File: src/rtl/icmp_msg_builder.sv
// ICMP message builder: captures the header fields and PAYLOAD_WORDS payload
// words, accumulates the Internet (one's-complement) checksum, then streams
// the complete message out under valid/ready flow control.
module icmp_msg_builder #(
    parameter int unsigned PAYLOAD_WORDS = 3
) (
    input  logic        clock,
    input  logic        hardreset,
    input  logic        start,
    input  logic [7:0]  typeoficmp,
    input  logic [7:0]  code,
    input  logic [31:0] typedata,
    input  logic        in_valid,
    input  logic [31:0] inputdata,
    output logic        in_ready,
    output logic        out_valid,
    input  logic        out_ready,
    output logic [31:0] outputmessage,
    output logic        out_last,
    output logic [15:0] checksum,
    output logic        busy,
    output logic        done
);

    localparam int unsigned IW       = (PAYLOAD_WORDS > 1) ? $clog2(PAYLOAD_WORDS) : 1;
    localparam logic [4:0]  LAST_IN  = 5'(PAYLOAD_WORDS - 1);
    localparam logic [4:0]  LAST_OUT = 5'(PAYLOAD_WORDS + 1);

    typedef enum logic [1:0] {
        S_IDLE,
        S_LOAD,
        S_FINAL,
        S_SEND
    } state_t;

    state_t      state;
    state_t      state_n;

    logic [7:0]  type_q;
    logic [7:0]  code_q;
    logic [31:0] tdata_q;
    logic [15:0] acc;
    logic [4:0]  widx;
    logic [4:0]  oidx;
    logic [31:0] buf_mem [PAYLOAD_WORDS];

    logic        accept;
    logic        accept_last;
    logic        fire;
    logic [4:0]  send_idx;
    logic [4:0]  buf_off;
    logic [31:0] send_word;

    // One's-complement 16-bit add with end-around carry.
    function automatic logic [15:0] add16(input logic [15:0] a, input logic [15:0] b);
        logic [16:0] s;
        s = {1'b0, a} + {1'b0, b};
        return s[15:0] + {15'd0, s[16]};
    endfunction

    // Handshake qualifiers for the input and output streams.
    always_comb begin
        accept      = (state == S_LOAD) && in_valid && in_ready;
        accept_last = accept && (widx == LAST_IN);
        fire        = (state == S_SEND) && out_valid && out_ready;
    end

    // Next-state logic.
    always_comb begin
        state_n = state;
        case (state)
            S_IDLE:  if (start) state_n = S_LOAD;
            S_LOAD:  if (accept_last) state_n = S_FINAL;
            S_FINAL: state_n = S_SEND;
            S_SEND:  if (fire && out_last) state_n = S_IDLE;
            default: state_n = S_IDLE;
        endcase
    end

    // State register.
    always_ff @(posedge clock) begin
        if (hardreset) state <= S_IDLE;
        else           state <= state_n;
    end

    // Select the word to present next: word 0 on SEND entry, else the
    // successor of the word currently being handed off.
    always_comb begin
        send_idx  = out_valid ? (oidx + 5'd1) : oidx;
        buf_off   = send_idx - 5'd2;
        send_word = '0;
        case (send_idx)
            5'd0:    send_word = {type_q, code_q, checksum};
            5'd1:    send_word = tdata_q;
            default: send_word = buf_mem[buf_off[IW-1:0]];
        endcase
    end

    // Payload storage; contents are don't-care after reset.
    always_ff @(posedge clock) begin
        if (accept) buf_mem[widx[IW-1:0]] <= inputdata;
    end

    // Datapath and registered outputs.
    always_ff @(posedge clock) begin
        if (hardreset) begin
            type_q        <= '0;
            code_q        <= '0;
            tdata_q       <= '0;
            acc           <= '0;
            widx          <= '0;
            oidx          <= '0;
            in_ready      <= 1'b0;
            out_valid     <= 1'b0;
            out_last      <= 1'b0;
            outputmessage <= '0;
            checksum      <= '0;
            busy          <= 1'b0;
            done          <= 1'b0;
        end else begin
            done <= 1'b0;
            busy <= (state_n != S_IDLE);
            case (state)
                S_IDLE: begin
                    if (start) begin
                        type_q   <= typeoficmp;
                        code_q   <= code;
                        tdata_q  <= typedata;
                        acc      <= add16(add16({typeoficmp, code}, typedata[31:16]),
                                          typedata[15:0]);
                        widx     <= '0;
                        in_ready <= 1'b1;
                    end
                end
                S_LOAD: begin
                    if (accept) begin
                        acc  <= add16(add16(acc, inputdata[31:16]), inputdata[15:0]);
                        widx <= widx + 5'd1;
                        if (accept_last) in_ready <= 1'b0;
                    end
                end
                S_FINAL: begin
                    checksum <= ~acc;
                    oidx     <= '0;
                end
                S_SEND: begin
                    if (!out_valid) begin
                        out_valid     <= 1'b1;
                        outputmessage <= send_word;
                        out_last      <= (send_idx == LAST_OUT);
                    end else if (fire) begin
                        if (out_last) begin
                            out_valid     <= 1'b0;
                            out_last      <= 1'b0;
                            outputmessage <= '0;
                            done          <= 1'b1;
                        end else begin
                            oidx          <= oidx + 5'd1;
                            outputmessage <= send_word;
                            out_last      <= (send_idx == LAST_OUT);
                        end
                    end
                end
                default: ;
            endcase
        end
    end

endmodule

File: config.mk
export PLATFORM = sky130hd
export DESIGN_NAME = icmp_msg_builder
export DESIGN_NICKNAME = d
export VERILOG_FILES = /design/src/rtl/icmp_msg_builder.sv
export SDC_FILE = /design/constraint.sdc
export NUM_CORES = 1
export LEC_CHECK = 0
export ABC_AREA = 1
export CAP_MARGIN = 20
export CORE_AREA = 2 2 245 151
export DETAILED_ROUTE_END_ITERATION = 10
export DIE_AREA = 0 0 247 153
export PLACE_DENSITY = 0.68
export SLEW_MARGIN = 30
export SYNTH_ARGS = -nofsm -noshare
export SYNTH_HDL_FRONTEND = slang
export SYNTH_SLANG_ARGS = --single-unit
export TNS_END_PERCENT = 20
File: constraint.sdc
create_clock -name clock -period 15.28 [get_ports clock]
set_input_delay 3.056 -clock clock [delete_from_list [all_inputs] [get_ports clock]]
set_output_delay 3.056 -clock clock [all_outputs]
set_load 0.05 [all_outputs]
==> results by group <==
STA
  – Unrepaired setup endpoints after global routing: no
  – Share of the cycle needed by the critical path after routing: 58.8%
  – Setup violators final: 0
  – Remaining max-slew budget at the tightest pin: 39.7%
  – Final Hold Violating Endpoints: 0
  – Final Max Slew Viols: 0
  – Worst hold slack: 455 ps
  – Highest clock rate: 111 MHz
  – Post-Route Setup TNS: 0 ps
  – Max Clock Skew: 19.3 ps
  – Tmin final: 8990 ps
  – Final critical-path setup slack: 6290 ps
  – Worst Max-Slew Pin Slew: 905 ps

Finish
  – Most frequent standard cell in the layout excluding fill and tap cells: nand2_1
  – Total non-filler cell area in the finished layout: 0.0166 mm^2
  – Area growth syn-to-layout: 18.3%
  – Flip-flop and latch area: 0.00547 mm^2
  – Area occupied by multi-input gates: 0.00745 mm^2
  – Share of post-route cells with drive strength above 1: 4.49%
  – Filler cell count in the final layout: 3,531
  – Final net count: 2,241
  – Antenna diodes: 0
  – Commonest cells after routing, fill and taps aside: nand2_1 (455), nor2_1 (234), inv_1 (233)

Global route
  – Tot GR Track Use: 25.3%
  – Number of global-route vias before repair: 12,500
  – First-pass GRT wire length: 73,700 um
  – Overall overflow remaining after global route: 0
  – Maximum number of pins on one net before global-route repair: 78
  – Antenna violations before repair: 0

Clock tree
  – Number of CTS-inserted buffers: 23
  – Insertion delay of the later-clocked pin in the worst-skew pair: 550 ps
  – Clock Pin Slew Worst Setup and Hold Paths: 70 ps
  – Number of clock sinks: 225
  – Number of instances resized during post-cts repair: 0
  – CTS tree: done
  – Hold bufs inserted after CTS: 0
  – Max Buffers Root-to-Sink: 3
  – Number of post-CTS setup repair buffers: 0
  – Number of levels the H-tree was split into: 1
  – Clock root cell: clkbuf_16

Worst setup path
  – Crit path max fanout: 5
  – Worst endpoint required time: 15,710 ps
  – Longest individual stage delay on the worst path: 500 ps
  – Capturing element type of the critical path: register
  – Arrival time of the worst setup path: 9420 ps
  – Critical Path Slowest Stage Cell: clkdlybuf4s50_1
  – CP startpoint kind: input pin
  – Type of the setup path with the least slack: in -> reg

Pwr
  – Post-route total power: 0.00198 W
  – Internal portion of total power: 0.00120 W
  – Switching power: 0.000775 W
  – Highest ir drop seen on vdd: 0.0625 mV
  – Sw frac: 39.1%
  – Ratio of total power to cell area: 119 mW/mm^2
  – Static Leakage: 7.42 nW
  – Sequential share of power: 33.8%
  – Gate power share: 37.5%
  – Clock network fraction of design power: 28.7%

Routing
  – First-pass DRT Iterations: 7
  – Initial DRC count: 1,351
  – Via/cell ratio: 5.36
  – Residual antenna-violating net count after detailed routing: 0
  – Routed wire per std cell: 18.8 um
  – DRC violation count after routing: 0
  – Routed WL: 48,200 um
  – Count of vias placed by the detailed router: 13,800

Synth
  – Distinct cell type count after synthesis: 50
  – Async set-reset flop share out of synthesis: 0%
  – Number of enable-type register cells in the synthesized netlist: 96
  – Number of nets produced by synthesis: 2,129
  – Number of warnings printed during yosys synthesis: 0
  – Prevailing post-synth register cell: dfxtp_1
  – Post-synthesis register bit count: 225
  – Post-synthesis cell count: 1,963
  – Post-synthesis area per instance: 7.16 um^2
  – Netlist area before placement: 0.0140 mm^2
  – Fraction of the yosys area taken by sequential cells: 38.9%

Place
  – Total placed instance area: 0.0159 mm^2
  – Worst-case setup slack after placement: 5840 ps
  – Input/output buffers: 137
  – Final Wtd Congestion: 0.951
  – HPWL after detailed placement: 37,000 um

Floorplan
  – Die Footprint: 0.0378 mm^2
  – Starting Density: 39.5%
  – Number of placed I/O pins: 138
  – DIE WIDTH: 247 um
  – Area of the core: 0.0356 mm^2
  – Number of standard-cell rows in the floorplan: 54
  – Floorplan die height: 153 um

Hold path
  – Type of the most critical hold path: reg -> reg

Outcome
  – Run status: finished clean

Run
  – Maximum Capacitance Violations: 0
==> critical path: cells and delay by family <==
kind / cells / cell delay (ps)
buf+inv: 8 / 920
xor+xnor: 1 / 150
simple gates: 26 / 3180
compound gates: 5 / 570
fa+ha+maj: 6 / 1550
==> final cells by class <==
| type | instances | area share, % |
|---|---|---|
| multi-input combinational | 1435 | 44.8 |
| sequential | 225 | 32.9 |
| timing repair buffer | 152 | 8.90 |
| inverter | 238 | 5.37 |
| clock buffer | 37 | 4.00 |
| tap | 476 | 3.58 |
| clock inverter | 5 | 0.422 |
==> power groups by stage <==
stage | Sequential, W | Combinational, W | Clock (W)
finish | 0.000670 | 0.000742 | 0.000568
global route | 0.000670 | 0.000832 | 0.000599
CTS | 0.000668 | 0.000728 | 0.000574
detailed placement | 0.000681 | 0.000721 | 0
global placement | 0.000681 | 0.000720 | 0
floorplan | 0.000673 | 0.000506 | 0
==> path summary, 6_finish.rpt <==
path | from | endpoint | slack (ps) | depth (start not counted)
max | code[0] | acc[10]$_SDFFE_PP0P_ | 6290 | 46
min | code_q[1]$_SDFFE_PP0P_ | code_q[1]$_SDFFE_PP0P_ | 450 | 2
max reg2reg | acc[0]$_SDFFE_PP0P_ | acc[12]$_SDFFE_PP0P_ | 9050 | 43
min reg2reg | code_q[1]$_SDFFE_PP0P_ | code_q[1]$_SDFFE_PP0P_ | 450 | 2
==> routing by layer <==
| layer | vias to the layer above | GRT usage [%] | share of wire [%] |
|---|---|---|---|
| li1 | 6718 | - | - |
| met1 | 6453 | 39.0 | 48 |
| met2 | 522 | 36.3 | 41 |
| met3 | 60 | 4.57 | 8.5 |
| met4 | 0 | 5.77 | 2.3 |
| met5 | - | 0 | 0 |
==> per-stage QoR <==
stage | util, % | cells
finish | 46.7 | 2568
global route | 46.7 | 2568
CTS | 46.7 | 2568
detailed placement | 44.6 | 2526
global placement | 44.6 | 2526
floorplan | - | 1963
==> flip-flops by register name, summed over array words and instances (netlist names) <==
| name | flops |
|---|---|
| busy | 1 |
| code_q | 8 |
| tdata_q | 32 |
| state | 2 |
| acc | 16 |
| outputmessage | 32 |
| out_last | 1 |
| widx | 5 |
| checksum | 16 |
| done | 1 |
| buf_mem | 96 |
| oidx | 5 |
| in_ready | 1 |
| out_valid | 1 |
| type_q | 8 |
==> cell usage after synthesis (2+ instances only) <==
library cell | instances | area share (%)
o21ai_0 | 187 | 6.7
xor2_1 | 17 | 1.1
nand2_1 | 457 | 12
nand3_1 | 172 | 6.1
ha_1 | 77 | 6.9
a21oi_1 | 126 | 4.5
clkinv_1 | 4 | 0.11
a21boi_1 | 2 | 0.11
fa_1 | 4 | 0.57
o221ai_1 | 2 | 0.12
nor2_4 | 5 | 0.40
nor2_1 | 238 | 6.4
nand4_1 | 16 | 0.71
xor2_2 | 5 | 0.58
and2_1 | 3 | 0.13
or2_2 | 4 | 0.18
o21bai_1 | 5 | 0.27
a31oi_1 | 3 | 0.13
nor3b_1 | 2 | 0.11
buf_2 | 15 | 0.53
nand3b_1 | 3 | 0.16
clkbuf_1 | 48 | 1.3
xnor2_1 | 16 | 1.0
a211oi_1 | 4 | 0.21
o211ai_1 | 40 | 2.1
inv_1 | 233 | 6.2
nor2_2 | 6 | 0.27
edfxtp_1 | 96 | 21
dfxtp_1 | 129 | 18
nand3_2 | 2 | 0.14
nand2_2 | 5 | 0.22
nor3_1 | 10 | 0.36
o31ai_1 | 2 | 0.11
o21ai_1 | 9 | 0.32
==> cells by family (layout without fill, tap and decap cells) <==
group | Yosys count | after routing | synth area share, %
AOI/OAI and AO/OA | 389 | 389 | 15.1
xor gates and xnor gates | 39 | 39 | 2.75
adders and majority gates | 81 | 81 | 7.43
buffers and inverters | 303 | 432 | 8.24
DFF | 225 | 225 | 38.9
and+or+nand+nor | 926 | 926 | 27.5
No activity file was read; power rests on OpenSTA's default activity.
